**src/rtl/spi_slave_responder.sv**
```systemverilog
// SPI mode-0 responder: oversampled sck/cs/sdi, byte-wide receive strobe, one-deep transmit holding register.
// Build option: define SPI_SLAVE_LOOPBACK_EN to echo the last received word instead of DEFAULT_TX on underrun.
module spi_slave_responder #(
    parameter int                 DATA_W     = 8,
    parameter logic [DATA_W-1:0]  DEFAULT_TX = DATA_W'(8'hFF)
) (
    input  logic              sys_clk,
    input  logic              rst,
    input  logic              sck,
    input  logic              cs,
    input  logic              sdi,
    output logic              sdo,
    input  logic [DATA_W-1:0] tx_dat,
    input  logic              tx_flag,
    output logic              tx_empty,
    output logic              tx_underrun,
    output logic [DATA_W-1:0] rx_dat,
    output logic              rx_flag,
    output logic              busy
);

    localparam int              CNT_W    = (DATA_W > 2) ? $clog2(DATA_W) : 1;
    localparam logic [CNT_W-1:0] LAST_BIT = CNT_W'(DATA_W - 1);

    typedef enum logic {IDLE, ACTIVE} state_t;

    state_t             state;
    logic               sck_s1, sck_s2, sck_prev;
    logic               cs_s1, cs_s2, cs_prev;
    logic               sdi_s1, sdi_s2;
    logic [1:0]         sync_fill;
    logic               cs_armed;
    logic [CNT_W-1:0]   bit_cnt;
    logic [DATA_W-1:0]  tx_shift;
    logic [DATA_W-2:0]  rx_shift;
    logic [DATA_W-1:0]  hold_dat;

    logic               sck_rise, sck_fall, cs_fall, cs_rise;
    logic               word_load;
    logic [DATA_W-1:0]  load_word;
    logic [DATA_W-1:0]  rx_next;

    // cs_armed blocks a start until cs has really been observed high after reset,
    // so a reset taken with cs held low cannot fake a falling edge.
    always_ff @(posedge sys_clk) begin
        if (!rst) begin
            sck_s1    <= 1'b0;
            sck_s2    <= 1'b0;
            sck_prev  <= 1'b0;
            cs_s1     <= 1'b1;
            cs_s2     <= 1'b1;
            cs_prev   <= 1'b1;
            sdi_s1    <= 1'b0;
            sdi_s2    <= 1'b0;
            sync_fill <= 2'b00;
            cs_armed  <= 1'b0;
        end else begin
            sck_s1    <= sck;
            sck_s2    <= sck_s1;
            sck_prev  <= sck_s2;
            cs_s1     <= cs;
            cs_s2     <= cs_s1;
            cs_prev   <= cs_s2;
            sdi_s1    <= sdi;
            sdi_s2    <= sdi_s1;
            sync_fill <= {sync_fill[0], 1'b1};
            cs_armed  <= cs_armed | (sync_fill[1] & cs_s2);
        end
    end

    assign sck_rise = sck_s2 & ~sck_prev;
    assign sck_fall = ~sck_s2 & sck_prev;
    assign cs_fall  = cs_armed & cs_prev & ~cs_s2;
    assign cs_rise  = cs_s2 & ~cs_prev;
    assign rx_next  = {rx_shift, sdi_s2};

    assign word_load = ((state == IDLE) && cs_fall) ||
                       ((state == ACTIVE) && !cs_rise && sck_fall && (bit_cnt == '0));

    // Word source priority: holding register, then same-cycle bypass, then fallback.
    always_comb begin
        load_word = DEFAULT_TX;
        if (!tx_empty)
            load_word = hold_dat;
        else if (tx_flag)
            load_word = tx_dat;
        else begin
`ifdef SPI_SLAVE_LOOPBACK_EN
            load_word = rx_dat;
`else
            load_word = DEFAULT_TX;
`endif
        end
    end

    assign sdo = (state == ACTIVE) ? tx_shift[DATA_W-1] : 1'b1;

    // NOTE: all state below uses non-blocking assignments so every branch sees pre-edge values.
    always_ff @(posedge sys_clk) begin
        if (!rst) begin
            state       <= IDLE;
            busy        <= 1'b0;
            bit_cnt     <= '0;
            tx_shift    <= '0;
            rx_shift    <= '0;
            hold_dat    <= '0;
            tx_empty    <= 1'b1;
            tx_underrun <= 1'b0;
            rx_dat      <= '0;
            rx_flag     <= 1'b0;
        end else begin
            rx_flag     <= 1'b0;
            tx_underrun <= 1'b0;

            if (word_load && !tx_empty) begin
                tx_empty <= 1'b1;
            end else if (tx_flag && tx_empty && !word_load) begin
                hold_dat <= tx_dat;
                tx_empty <= 1'b0;
            end
            if (word_load)
                tx_underrun <= tx_empty & ~tx_flag;

            case (state)
                IDLE: begin
                    if (cs_fall) begin
                        state    <= ACTIVE;
                        busy     <= 1'b1;
                        bit_cnt  <= '0;
                        tx_shift <= load_word;
                    end
                end
                ACTIVE: begin
                    if (cs_rise) begin
                        state   <= IDLE;
                        busy    <= 1'b0;
                        bit_cnt <= '0;
                    end else if (sck_rise) begin
                        rx_shift <= rx_next[DATA_W-2:0];
                        if (bit_cnt == LAST_BIT) begin
                            rx_dat  <= rx_next;
                            rx_flag <= 1'b1;
                            bit_cnt <= '0;
                        end else begin
                            bit_cnt <= bit_cnt + 1'b1;
                        end
                    end else if (sck_fall) begin
                        if (bit_cnt == '0)
                            tx_shift <= load_word;
                        else
                            tx_shift <= {tx_shift[DATA_W-2:0], 1'b0};
                    end
                end
                default: begin
                    state <= IDLE;
                    busy  <= 1'b0;
                end
            endcase
        end
    end

endmodule

```
**config.mk**
```make
export PLATFORM = sky130hd
export DESIGN_NAME = spi_slave_responder
export DESIGN_NICKNAME = d
export VERILOG_FILES = /design/src/rtl/spi_slave_responder.sv
export SDC_FILE = /design/constraint.sdc
export NUM_CORES = 1
export LEC_CHECK = 0
export BUFFER_PORTS_ARGS = -buffer_cell sky130_fd_sc_hd__buf_2
export CAP_MARGIN = 40
export CORE_ASPECT_RATIO = 1.25
export CORE_MARGIN = 2
export CORE_UTILIZATION = 40
export DETAILED_ROUTE_END_ITERATION = 12
export PLACE_DENSITY = 0.59
export SETUP_SLACK_MARGIN = 0.5
export SLEW_MARGIN = 5
export SYNTH_ARGS = -nofsm -noshare
export SYNTH_HDL_FRONTEND = slang
export SYNTH_SLANG_ARGS = --single-unit
```
**constraint.sdc**
```tcl
create_clock -name sys_clk -period 1.8 [get_ports sys_clk]
set_input_delay 0.18 -clock sys_clk [delete_from_list [all_inputs] [get_ports sys_clk]]
set_output_delay 0.18 -clock sys_clk [all_outputs]
set_load 0.02 [all_outputs]
```
==> out/qor.yml <==
clock.fmax_mhz: 697
ff2ff_path_depth: 7
cts_root_buffer: "clkbuf_8"
cp_slowest_stage_delay_ns: 0.35
start_util: 0.414
ant_nets: 0
fin_area_mm2: 0.00254
rows: 29
worst_hold_path.num_cells: 2
tritoncts: "done"
final_max_slew_viol_count: 0
hold_path_startpoint: "cs"
grt_max_degree: 24
area_growth_pct: 21.8
hold_viol: 0
grt.total_usage: 0.139
yosys-top-cells-area: "dfxtp_1 (48%), mux2i_1 (14%), nor2_1 (4.5%)"
cts_buffers: 5
hold_end: "cs_s1"
fp.dieW_um: 68.6
die_h_um: 84.8
status: "finished clean"
cp_max_fo: 8
start_kind: "flop"
path_class: "reg2reg"
yosysTopAreaCell: "dfxtp_1"
ys.warnings.count: 0
dp_hpwl_um: 2470
core_mm2: 0.00504
synth_area_per_cell_um2: 9.58
p_leak_uw: 0.00119
diodes: 0
htree_levels: 2
num_io_pins: 27
r2r-end: "tx_shift[0]"
crit_slowest_cell: "dfxtp_2"
nNetsFinal: 270
syn-instance-count: 218
fin_crit_ns: 1.43
ctsHoldBuffers: 0
finalSetupViolCount: 0
skew_ns: 0.00411
hp-class: "in2reg"
port_buffers: 26
drc: 0
syn_nets: 235
grt-ovfl-total: 0
powerDensity_mw_per_mm2: 839
critical_path_arrival_ns: 1.68
clk_pin_slew_ns: 0.09
worstPathRequired_ns: 2.04
cap_violations: 0
timing.setup.tns_ns: 0
end_kind: "flop"
synth_ff_type: "dfxtp_1"
relSlewSlack: 0.805
synth_edf_count: 0
syn-cell-area_mm2: 0.00209
drt_iter0_drc: 70
grt_pass1_wl_um: 6200
grt_pass1_vias: 1413
n_fill_cell: 486
synthArstFlopShare: 0
final_layout_size_suffix_gt1_frac: 0.283
r2r_slack_ns: 0.37
rsz0062_at_grt: "true"
dpl_cell_area_mm2: 0.00228
synth-seq-cells: 50
post_drt_wl_per_cell_um: 11.6
seq_area_frac_synth: 0.479
vias_per_cell: 4.91
critical_path.cell_chain: "inv_2, ha_4, nor2b_4, nor2b_1, buf_4, or3_4, a21oi_2"
synth.top_cell.area_share: 0.479
vdd_drop_max_mv: 0.479
die_area_mm2: 0.00582
cts_buffer_depth: 2
drt-total-wl_um: 3660
first_pass_iters: 4
period_share: 0.797
ys_types: 36
via_count: 1552
tightest_slew_ns: 0.292
cts.sinks: 50
routabilityCongestion: 0.720
grt_antenna_before_repair: 0
clk-insertion-delay-late_ns: 0.30
rr_startpoint: "bit_cnt[1]"
## how the worst max path moves through the flow
stage	from	end	slack (ns)
after floorplan	bit_cnt[1]	tx_shift[0]	0.49
after global placement	cs_prev	bit_cnt[0]	0.35
after detailed placement	cs_prev	bit_cnt[0]	0.32
after CTS	bit_cnt[1]	tx_shift[0]	0.38
after global routing	bit_cnt[1]	tx_shift[0]	0.29
final	bit_cnt[1]	tx_shift[0]	0.37
## Yosys cell counts (all sizes together) (5+ instances only)
cell type  count
a21oi         14
dfxtp         50
nand2b         6
clkbuf         5
o21ai          9
nand2         18
and2           6
a31oi          8
inv           12
mux2i         30
buf            8
nand3          5
nor2          25
## worst max-delay path, delay by kind of cell, from the launching register on
kind	cells	cell delay, ns
adders and majority gates	1	0.11
DFF	1	0.35
buffers and inverters	2	0.23
AOI/OAI and AO/OA	1	0.11
and+or+nand+nor	3	0.56
## cell type report
class / count / area (um^2) / area share
Timing Repair Buffer: 41 / 255 / 0.100
Tap cell: 62 / 77.6 / 0.0305
Inverter: 12 / 45.0 / 0.0177
Clock buffer: 5 / 68.8 / 0.0271
Clock inverter: 3 / 48.8 / 0.0192
Sequential cell: 50 / 1010 / 0.396
Multi-Input combinational cell: 143 / 1040 / 0.409
## metal layers
metal  wire [um]  GRT usage  vias up
li1            -          -      802
met1        1550      0.163      720
met4          61     0.0545        0
met5           0          0        -
met3         147     0.0469        7
met2        1900      0.227       23
## cells in the final DEF, fill, tap and decap left out, types with 2 or more instances in the layout
cell type   n
dfxtp_1    46
mux2i_1    30
buf_2      27
nor2_1     25
nand2_1    17
a21oi_1    13
inv_1      10
buf_4      10
a31oi_1     8
o21ai_0     8
and2_1      6
nand2b_1    5
clkbuf_8    5
buf_6       4
nand3_1     3
dfxtp_2     3
inv_2       2
and2b_1     2
nand4_1     2
nand3_4     2
## registers in the layout, indices dropped and copies added, names as in the netlist
signal and cells:
sync_fill 2, sck_s2 1, busy 1, cs_armed 1, cs_s2 1, cs_prev 1, sdi_s1 1, tx_empty 1
rx_dat 8, sck_s1 1, hold_dat 8, cs_s1 1, tx_underrun 1, tx_shift 8, rx_shift 7, sdi_s2 1
sck_prev 1, bit_cnt 3, state 1, rx_flag 1
## metrics by stage
stage	worst slack, ns	util	hold slack (ns)	total power (uW)	cells
6_report	0.365	0.504	0.0499	2130	316
5_1_grt	0.295	0.504	0.0398	2240	316
2_1_floorplan	0.486	-	0.208	1290	218
4_1_cts	0.383	0.487	0.0489	2150	312
3_5_place_dp	0.318	0.452	0.369	1340	299
3_3_place_gp	0.353	0.452	0.361	1330	299
## logic make-up (layout without fill, tap and decap cells)
family / after synthesis / count (layout) / share of synthesized area
AND/OR/NAND/NOR: 74 / 74 / 0.189
flip-flops: 50 / 50 / 0.479
AO/OA/AOI/OAI: 36 / 36 / 0.110
multiplexers: 30 / 30 / 0.144
buffers and inverters: 25 / 61 / 0.0599
adder cells (fa/ha/maj): 3 / 3 / 0.0180
## timing repair
item | in CTS | in global routing
setup endpoints to repair | 33 | 35
setup buffers | 4 | 3
cloned | 1 | 1
resized for setup | 9 | 11
pin swaps | 10 | 2
## where the power goes
part	switching [uW]	total, uW	internal [uW]	leakage [uW]
sequential	19.5	1160	1140	0.000409
combinational	90.5	162	71.8	0.000724
clock	392	815	423	0.0000563
total	502	2130	1630	0.00119
No activity file was read; power rests on OpenSTA's default activity.
